### src/rtl/ber_align_counter_pkg.sv
// Shared types and constants for the BER alignment counter.
// State encoding plus PRBS9-based default sizing.
package ber_align_counter_pkg;

   typedef enum logic [1:0] {
      ST_IDLE   = 2'd0,
      ST_FILL   = 2'd1,
      ST_SEARCH = 2'd2,
      ST_LOCK   = 2'd3
   } state_t;

   localparam int PRBS9_PERIOD = 511;
   localparam int DEF_DEPTH    = 512;
   localparam int DEF_WINDOW   = PRBS9_PERIOD;

endpackage

### src/rtl/ber_align_counter_ref_delay_line.sv
// Reference PRBS history with a selectable tap.
// Tap 0 is the current input bit; tap d is the bit from d strobes ago.
module ref_delay_line #(
   parameter int DEPTH    = 512,
   parameter int NB_DELAY = 9
) (
   input  logic                clock,
   input  logic                i_reset,
   input  logic                i_valid,
   input  logic                i_bit,
   input  logic [NB_DELAY-1:0] i_sel,
   output logic                o_ref
);

   logic [DEPTH-2:0] hist_q;
   logic [DEPTH-2:0] hist_d;
   logic [DEPTH-1:0] taps;

   always_comb begin
      hist_d = hist_q;
      if (i_valid) hist_d = {hist_q[DEPTH-3:0], i_bit};
      taps  = {hist_q, i_bit};
      o_ref = taps[i_sel];
   end

   always_ff @(posedge clock or negedge i_reset) begin
      if (!i_reset) hist_q <= '0;
      else          hist_q <= hist_d;
   end

endmodule

### src/rtl/ber_align_counter.sv
// BER checker: sweeps reference delays for the best match, then
// locks and accumulates saturating bit/error counts.
module ber_align_counter
   import ber_align_counter_pkg::*;
#(
   parameter int NB_COUNT = 64,
   parameter int DEPTH    = DEF_DEPTH,
   parameter int NB_DELAY = 9,
   parameter int WINDOW   = DEF_WINDOW,
   parameter int NB_WIN   = 9
) (
   input  logic                clock,
   input  logic                i_reset,
   input  logic                i_enable,
   input  logic                i_valid,
   input  logic                i_slicer,
   input  logic                i_prbs,
   output logic                o_exor,
   output logic [NB_COUNT-1:0] o_counter_bit,
   output logic [NB_COUNT-1:0] o_counter_err,
   output logic [NB_DELAY-1:0] o_delay,
   output logic                o_locked,
   output logic                o_busy
);

   state_t state_q, state_d;
   logic en_q;
   logic rise;
   logic [NB_DELAY-1:0] fill_q, fill_d;
   logic [NB_DELAY-1:0] d_q, d_d;
   logic [NB_DELAY-1:0] best_q, best_d;
   logic [NB_DELAY-1:0] delay_q, delay_d;
   logic [NB_WIN-1:0] win_cnt_q, win_cnt_d;
   logic [NB_WIN-1:0] win_err_q, win_err_d;
   logic [NB_WIN-1:0] min_q, min_d;
   logic [NB_WIN-1:0] werr;
   logic [NB_COUNT-1:0] cbit_q, cbit_d;
   logic [NB_COUNT-1:0] cerr_q, cerr_d;
   logic exor_q, exor_d;
   logic locked_q, busy_q;
   logic [NB_DELAY-1:0] sel;
   logic ref_bit;
   logic err_bit;
   logic win_end;

   assign rise = i_enable & ~en_q;
   assign sel  = (state_q == ST_LOCK) ? delay_q : d_q;

   ref_delay_line #(
      .DEPTH    (DEPTH),
      .NB_DELAY (NB_DELAY)
   ) u_ref (
      .clock   (clock),
      .i_reset (i_reset),
      .i_valid (i_valid),
      .i_bit   (i_prbs),
      .i_sel   (sel),
      .o_ref   (ref_bit)
   );

   assign err_bit = i_slicer ^ ref_bit;
   assign werr    = win_err_q + NB_WIN'(err_bit);
   assign win_end = (win_cnt_q == NB_WIN'(WINDOW - 1));

   always_comb begin
      state_d   = state_q;
      fill_d    = fill_q;
      d_d       = d_q;
      best_d    = best_q;
      delay_d   = delay_q;
      win_cnt_d = win_cnt_q;
      win_err_d = win_err_q;
      min_d     = min_q;
      cbit_d    = cbit_q;
      cerr_d    = cerr_q;
      exor_d    = 1'b0;
      if (state_q == ST_SEARCH || state_q == ST_LOCK)
         exor_d = i_valid ? err_bit : exor_q;
      // Enable loss wins over any window end on the same clock.
      if (!i_enable) begin
         state_d = ST_IDLE;
      end else begin
         unique case (state_q)
            ST_IDLE: begin
               if (rise) begin
                  state_d = ST_FILL;
                  fill_d  = '0;
                  cbit_d  = '0;
                  cerr_d  = '0;
                  delay_d = '0;
               end
            end
            ST_FILL: begin
               if (i_valid) begin
                  if (fill_q == NB_DELAY'(DEPTH - 2)) begin
                     state_d   = ST_SEARCH;
                     d_d       = '0;
                     win_cnt_d = '0;
                     win_err_d = '0;
                     min_d     = '1;
                     best_d    = '0;
                  end else begin
                     fill_d = fill_q + 1'b1;
                  end
               end
            end
            ST_SEARCH: begin
               if (i_valid) begin
                  win_cnt_d = win_cnt_q + 1'b1;
                  win_err_d = werr;
                  if (win_end) begin
                     win_cnt_d = '0;
                     win_err_d = '0;
                     if (werr == '0) begin
                        delay_d = d_q;
                        state_d = ST_LOCK;
                     end else begin
                        if (werr < min_q) begin
                           min_d  = werr;
                           best_d = d_q;
                        end
                        if (d_q == '1) begin
                           delay_d = (werr < min_q) ? d_q : best_q;
                           state_d = ST_LOCK;
                        end else begin
                           d_d = d_q + 1'b1;
                        end
                     end
                  end
               end
            end
            ST_LOCK: begin
               if (i_valid) begin
                  if (cbit_q != '1) cbit_d = cbit_q + 1'b1;
                  if (err_bit && cerr_q != '1) cerr_d = cerr_q + 1'b1;
               end
            end
         endcase
      end
   end

   always_ff @(posedge clock or negedge i_reset) begin
      if (!i_reset) begin
         state_q   <= ST_IDLE;
         en_q      <= 1'b0;
         fill_q    <= '0;
         d_q       <= '0;
         best_q    <= '0;
         delay_q   <= '0;
         win_cnt_q <= '0;
         win_err_q <= '0;
         min_q     <= '0;
         cbit_q    <= '0;
         cerr_q    <= '0;
         exor_q    <= 1'b0;
         locked_q  <= 1'b0;
         busy_q    <= 1'b0;
      end else begin
         state_q   <= state_d;
         en_q      <= i_enable;
         fill_q    <= fill_d;
         d_q       <= d_d;
         best_q    <= best_d;
         delay_q   <= delay_d;
         win_cnt_q <= win_cnt_d;
         win_err_q <= win_err_d;
         min_q     <= min_d;
         cbit_q    <= cbit_d;
         cerr_q    <= cerr_d;
         exor_q    <= exor_d;
         locked_q  <= (state_d == ST_LOCK);
         busy_q    <= (state_d == ST_FILL) || (state_d == ST_SEARCH);
      end
   end

   assign o_exor        = exor_q;
   assign o_counter_bit = cbit_q;
   assign o_counter_err = cerr_q;
   assign o_delay       = delay_q;
   assign o_locked      = locked_q;
   assign o_busy        = busy_q;

endmodule

### config.mk
export PLATFORM = sky130hd
export DESIGN_NAME = ber_align_counter
export DESIGN_NICKNAME = d
export VERILOG_FILES = /design/src/rtl/ber_align_counter_pkg.sv /design/src/rtl/ber_align_counter_ref_delay_line.sv /design/src/rtl/ber_align_counter.sv
export SDC_FILE = /design/constraint.sdc
export NUM_CORES = 1
export LEC_CHECK = 0
export ABC_AREA = 1
export BUFFER_PORTS_ARGS = -buffer_cell sky130_fd_sc_hd__buf_2
export CORE_UTILIZATION = 40
export DETAILED_ROUTE_END_ITERATION = 10
export PLACE_DENSITY_LB_ADDON = 0.08
export SLEW_MARGIN = 30
export SYNTH_ARGS = -nofsm -noshare
export SYNTH_HDL_FRONTEND = slang
export SYNTH_HIERARCHICAL = 1
export SYNTH_SLANG_ARGS = --single-unit
### constraint.sdc
create_clock -name clock -period 11.6 [get_ports clock]
set_clock_uncertainty 0.1 [all_clocks]
set_input_delay 2.32 -clock clock [delete_from_list [all_inputs] [get_ports clock]]
set_output_delay 2.32 -clock clock [all_outputs]
set_load 0.02 [all_outputs]
==> summary.txt, run 1 <==
Placement
  • DP Cell Count: around 6300
  • HPWL after DPL: about 66 mm
  • PortBufs: ~150
  • GPL Wtd Cong: between 0.9 and 1

Timing
  • Fin crit period: 8327 ps
  • Unrepaired setup endpoints after global routing: false
  • Tcrit/Tclk final: 71.79%
  • Hold slack final: between 300 and 400 ps
  • FMAX: roughly 120 MHz
  • Final Slew Violations: 0
  • Endpoints failing setup: 0
  • Slew @ Worst Pin: between 900 and 1000 ps
  • Rel. slew slack: 34.32%
  • Setup TNS: 0 ps
  • Final hold vios: 0

Floorplanning
  • Rows: between 100 and 150
  • Initial Util: around two fifths
  • I/O pin cnt: 146
  • Core area: approximately 92000 µm²
  • Die Ht: approximately 310 µm
  • Die Width: just over 300 µm
  • DIE AREA: between 90000 and 100000 µm²

Drt
  • Drt wl/cell: 16.54 µm
  • Initial DRC count: 2451
  • Via count: 32520
  • Antenna viol nets, final: 0
  • Drc violations: 0
  • Post-Route WL: approximately 110 mm
  • Via density: 5.058
  • Drt pass-1 iters: 6

Critical path
  • Slowest cell delay on critical path: 640 ps
  • Most common cell on crit path: nand3_1
  • R2R Path Start: state_q[1]
  • Buffers & Inverters on Critical Path: 5
  • Largest delay share family, worst path: simple AND/OR/NAND/NOR gates
  • R2R cell count: 36
  • Critical Path End Type: flip-flop
  • R2r setup slk: 3270 ps
  • Slowest-stage cell, CP: buf_12
  • Startpoint types: flip-flop
  • Crit path kind: flip-flop to flip-flop
  • Worst r2r dst: min_q[2]
  • Arrival time worst endpoint: approximately 9000 ps
  • Worst endpoint required time: ~12000 ps
  • CP max FO: between 150 and 200

Yosys
  • Primary FF master, synth: dfrtp_1
  • Synth cell types: between 40 and 50
  • Post-synth EDFFs: 0
  • Synth Area per Inst: 7.301 µm²
  • Seq/Total Area, Yosys: roughly 47%
  • Synth Cell Area: ~37000 µm²
  • Ys async rst share: 100.0%
  • #FFs+latches synth: 708
  • Synth Warn #: 6
  • Syn Inst Count: slightly above 5000
  • Mapped Nets: between 5000 and 6000

Final layout
  • Final core occ: a little under half
  • Area growth, synth to finish: 11.74%
  • Multi-input gate area: roughly 17000 µm²
  • Fraction of layout cells with a size suffix above 1: 7.213%
  • Number of fill cells: 9545
  • Nets@finish: approximately 5000
  • Non-filler cells, final: 6429
  • Register Area: about 18000 µm²

CTS
  • Sink Count: 708
  • Clock Pin Slew Worst Setup and Hold Paths: about 50 ps
  • Clock Path Buffers: 3
  • Worst-Skew Late Latency: roughly 660 ps
  • # Post-CTS Setup Buffers: 0
  • CTS buffer count: 85
  • CTS HTree Levels: 3
  • CTS Hold Bufs: 0
  • Post_cts resized: 0
  • CTS tree: yes
  • Clk Tree Root Cell: clkbuf_16

Power and ir drop
  • Worst VDD drop: ~0.12 mV
  • Pwr per Cell Area: between 150 and 200 nW/µm²
  • Static Leak: ~19 nW
  • Power, Total: roughly 6.4 mW

Global routing
  • Initial antenna violation count: 2
  • Vias in the first global route: 30900
  • Gr ovfl total: 0
  • GRT Overall Usage: 22.52%
  • Largest net degree at the start of global routing: between 200 and 250
  • First-pass GRT wire length: about 170 mm

Hold path
  • Hold_sp: min_q[0]
  • Hold Path End: min_q[0]
  • Worst Hold Class: flip-flop to flip-flop
  • Hold Crit Depth: 2

Status
  • Status: complete, no violations

Job
  • MaxCap Viol Count: 0
final cells by class:
class / instances / area share [%]
Clock inverter: 25 / 0.8409
Tap cell: 1243 / 3.720
Inverter: 465 / 4.195
Clock buffer: 129 / 6.227
Antenna cell: 1 / 0.005985
Timing Repair Buffer: 182 / 2.912
Sequential cell: 708 / 42.37
Multi-Input combinational cell: 3676 / 39.73
tightest hold or removal path, stage by stage, from the launching register on:
cell and delay (ps):
dfrtp_1 340, nand2_1 60, nand2_1 60
cells in the mapped netlist (all sizes together), types with 3 or more instances:
cell / count / area [µm²]
dfrtp: 708 / 17720
nor2: 616 / 2332
nor4: 3 / 18.77
o22ai: 10 / 62.56
inv: 464 / 1744
nor3: 80 / 436.7
buf: 137 / 902.1
nand4: 39 / 250.2
clkbuf: 139 / 521.8
o21bai: 12 / 90.09
xor2: 68 / 595.6
o21ai: 390 / 1986
nor3b: 7 / 52.55
nand3: 621 / 3118
a21oi: 320 / 1602
nand2: 1462 / 5513
ha: 20 / 250.2
and2: 3 / 18.77
xnor2: 14 / 122.6
per-layer routing:
layer | part of all wire, % | GRT usage (%) | vias to the layer above
met5 | 0.012 | 0 | -
met4 | 2.9 | 7.197 | 2
met3 | 4.6 | 2.749 | 160
met2 | 45 | 34.97 | 685
met1 | 48 | 32.56 | 15260
li1 | - | - | 16410
worst max path at each step:
stage	from	endpoint	slack (ps)	depth (start not counted)
2_1_floorplan	i_prbs	min_q[0]	5890	29
3_3_place_gp	state_q[1]	min_q[8]	3270	36
3_5_place_dp	state_q[1]	min_q[2]	3180	36
4_1_cts	state_q[1]	min_q[2]	3160	36
5_1_grt	state_q[1]	min_q[8]	2460	36
6_report	state_q[1]	min_q[2]	3270	36
cell usage in the layout, fill, tap and decap left out, drive strengths merged, types with 80 or more instances in the layout:
cell    Yosys  final
a21oi     320    320
buf       137    182
clkbuf    139    129
dfrtp     708    708
inv       464    467
nand2    1462   1462
nand3     621    621
nor2      616    616
nor3       80     80
o21ai     390    390
through the flow:
step	cell area [µm²]	setup WS (ps)
floorplan	37420	5888
global placement	38700	3274
finish	41810	3273
detailed placement	38760	3181
global route	41810	2458
CTS	41720	3164
state kept, by name, indices dropped and copies added (netlist names), 2 cells and up:
register       cells
u_ref/hist_q     511
o_counter_bit     64
o_counter_err     64
best_q             9
d_q                9
fill_q             9
min_q              9
o_delay            9
win_cnt_q          9
win_err_q          9
state_q            2
report_power, final:
part | leakage [nW] | internal (mW) | switching (mW)
logic | 9.07 | 0.238 | 0.464
registers | 8.63 | 2.76 | 0.180
clock network | 1.46 | 1.69 | 1.10
total | 19.2 | 4.68 | 1.75
logic make-up (layout without fill, tap and decap cells):
logic type	count (synthesis)	in the layout	synth area share, %
and+or+nand+nor	2834	2834	31.43
buffers and inverters	741	801	8.476
AOI/OAI and AO/OA	739	739	10.13
DFF	708	708	47.35
xor gates and xnor gates	82	82	1.919
adders and majority gates	20	20	0.6687
muxes	1	1	0.03009
other	0	1	0
Note: power is estimated with default switching activity, not from simulation.
==> run 2: changes to the inputs <==
==> constraint.sdc (replaced) <==
create_clock -name clock -period 8.6 [get_ports clock]
set_clock_uncertainty 0.1 [all_clocks]
set_input_delay 1.72 -clock clock [delete_from_list [all_inputs] [get_ports clock]]
set_output_delay 1.72 -clock clock [all_outputs]
set_load 0.02 [all_outputs]
==> run 2 against run 1 <==
Register-to-register slack worse by 2300 ps. Via count about the same. Worst setup slack worse by 2300 ps. Critical path depth down 4. Non-clock buffer count up 3. Sequential power up 35%. Critical endpoint is now min_q[3].
==> summary.txt, run 2 (synthesized netlist as in run 1, its figures left out) <==
Drt
  • Post-Route WL: 107.0 mm (+0.61%)
  • Drt wl/cell: 16.65 µm (+0.69%)
  • Via count: 32510 (-0.0092%)
  • Drt pass-1 iters: 7 (+1)
  • Antenna viol nets, final: 0 (unchanged)
  • Initial DRC count: 2475 (+0.98%)
  • Via density: 5.061 (about the same)
  • Drc violations: 0 (unchanged)

CTS
  • Worst-Skew Late Latency: 640 ps (-20 ps)
  • CTS buffer count: 84 (-1.2%)
  • CTS tree: yes
  • Clk Tree Root Cell: clkbuf_16
  • CTS HTree Levels: 3 (unchanged)
  • Sink Count: 708 (unchanged)
  • Clock Path Buffers: 3 (unchanged)
  • Clock Pin Slew Worst Setup and Hold Paths: 60 ps (about the same)
  • # Post-CTS Setup Buffers: 0 (unchanged)

Final layout
  • Register Area: 17720 µm² (unchanged)
  • Multi-input gate area: 16610 µm² (about the same)
  • Non-filler cells, final: 6424 (-0.078%)
  • Number of fill cells: 9534 (-0.12%)
  • Nets@finish: 5147 (+0.058%)
  • Commonest non-fill, non-tap cell in the layout: nand2_1
  • Max reg flops: 511 (unchanged)
  • Area growth, synth to finish: 11.36%
  • Most frequent cells in the layout: 1452 x nand2_1, 708 x dfrtp_1, 619 x nand3_1, 610 x nor2_1, 453 x inv_1
  • Register with the most flip-flops: u_ref/hist_q
  • Fraction of layout cells with a size suffix above 1: 7.124% (-0.090 points)

Floorplanning
  • Rows: 111 (unchanged)
  • Die Ht: 307.9 µm (unchanged)
  • I/O pin cnt: 146 (unchanged)
  • Core area: 92220 µm² (unchanged)
  • DIE AREA: 94770 µm² (unchanged)
  • Initial Util: 40.58% (unchanged)
  • Die Width: 307.9 µm (unchanged)

Power and ir drop
  • Clock power frac: 42.2% (-1.2 points)
  • Net Sw Frac: 27.01% (-0.19 points)
  • Gate power share: 11.2% (+0.3 points)
  • Reg power frac: 46.7% (+1.0 points)
  • Worst VDD drop: 0.1715 mV (+47%)
  • NetSw: 2.292 mW (+31%)
  • Pwr per Cell Area: 203.7 nW/µm² (+32%)
  • Static Leak: 19.11 nW (-0.25%)
  • Internal Power: 6.195 mW (+32%)

Global routing
  • Largest net degree at the start of global routing: 274 (+19%)
  • Gr ovfl total: 0 (unchanged)
  • Initial antenna violation count: 1 (-1)
  • First-pass GRT wire length: 172.5 mm (+0.40%)
  • Vias in the first global route: 30480 (-1.3%)
  • GRT Overall Usage: 22.59% (+0.072 points)

Critical path
  • Startpoint types: flip-flop
  • Slowest cell delay on critical path: 580 ps (-60 ps)
  • Critical Path End Type: flip-flop
  • Slowest-stage cell, CP: buf_4
  • CP max FO: 38 (-76%)
  • Worst endpoint required time: 9080 ps (-3000 ps)
  • Arrival time worst endpoint: 8070 ps (-740 ps)
  • Crit path kind: flip-flop to flip-flop

Timing
  • Slew @ Worst Pin: 985.1 ps (-0.09513 ps)
  • Tcrit/Tclk final: 88.19% (+16 points)
  • Fin crit period: 7585 ps (-742.8 ps)
  • Final Slew Violations: 0 (unchanged)
  • FMAX: 131.8 MHz (+9.8%)
  • Endpoints failing setup: 0 (unchanged)
  • Rel. slew slack: 34.33% (about the same)
  • Setup TNS: 0 ps (unchanged)
  • Unrepaired setup endpoints after global routing: false
  • Final hold vios: 0 (unchanged)

Placement
  • PortBufs: 145 (unchanged)
  • DP Cell Count: 6274 (+0.048%)
  • GPL Wtd Cong: 0.9456 (-2.2%)
  • HPWL after DPL: 67.71 mm (+2.4%)

Job
  • MaxCap Viol Count: 0 (unchanged)

Status
  • Status: complete, no violations

Hold path
  • Worst Hold Class: flip-flop to flip-flop
-- run 2: final cells by class --
cell class	instances	area share [%]
clock inverter	27	0.7266
multi-input combinational	3677	39.87
antenna	1	0.006005
tap	1243	3.732
timing repair buffer	185	3.051
clock buffer	118	5.885
inverter	465	4.210
sequential	708	42.52
-- run 2: power by group through the flow --
stage          Clock (mW)  Combinational [mW]  Sequential, mW
2_1_floorplan           0               0.725            3.95
3_3_place_gp            0               0.938            4.02
3_5_place_dp            0               0.960            4.01
4_1_cts              3.69               0.962            3.96
5_1_grt              3.81                1.13            4.01
6_report             3.58               0.947            3.96
-- run 2: per-layer routing --
metal,vias up,wire length [µm],global-route usage [%]
met4,0,2536,5.935
met3,151,3645,2.694
met1,15400,52220,33.00
met2,556,48560,35.32
li1,16410,-,-
met5,-,0,0
-- run 2: worst paths after layout --
path / startpoint / to / slack, ps / cells past startpoint
min: min_q[3] / min_q[3] / 380 / 2
max: state_q[1] / min_q[3] / 1020 / 32
max reg2reg: state_q[1] / min_q[3] / 1020 / 32
min reg2reg: min_q[3] / min_q[3] / 380 / 2
max in group asynchronous: i_reset / win_cnt_q[1] / 5980 / 3
min in group asynchronous: i_reset / u_ref/hist_q[68] / 880 / 1
-- run 2: critical path, delay by kind of cell, from the launching register on --
kind                       cells  cell delay [ps]
buffers and inverters          4             1610
DFF                            1              520
adders and majority gates      3              710
xor gates and xnor gates       1              470
and+or+nand+nor               21             3390
AOI/OAI and AO/OA              3              660
-- run 2: through the flow --
stage / hold WS, ps / worst slack, ps / utilization, % / power, mW / cell area [µm²]
final: 377.9 / 1015 / 45.19 / 8.487 / 41670
after global routing: 400.2 / 263.5 / 45.19 / 8.958 / 41670
after CTS: 381.4 / 729.7 / 45.08 / 8.617 / 41570
after detailed placement: 364.8 / 755.6 / 42.09 / 4.974 / 38810
after global placement: 366.4 / 825.5 / 42.06 / 4.957 / 38790
after floorplan: 345.7 / 3337 / - / 4.676 / 37420
-- run 2: what timing repair did --
| item | in CTS | in global routing |
|---|---|---|
| hold buffers | 0 | 0 |
| setup endpoints to repair | 0 | 3 |
| gates resized for setup | 0 | 0 |
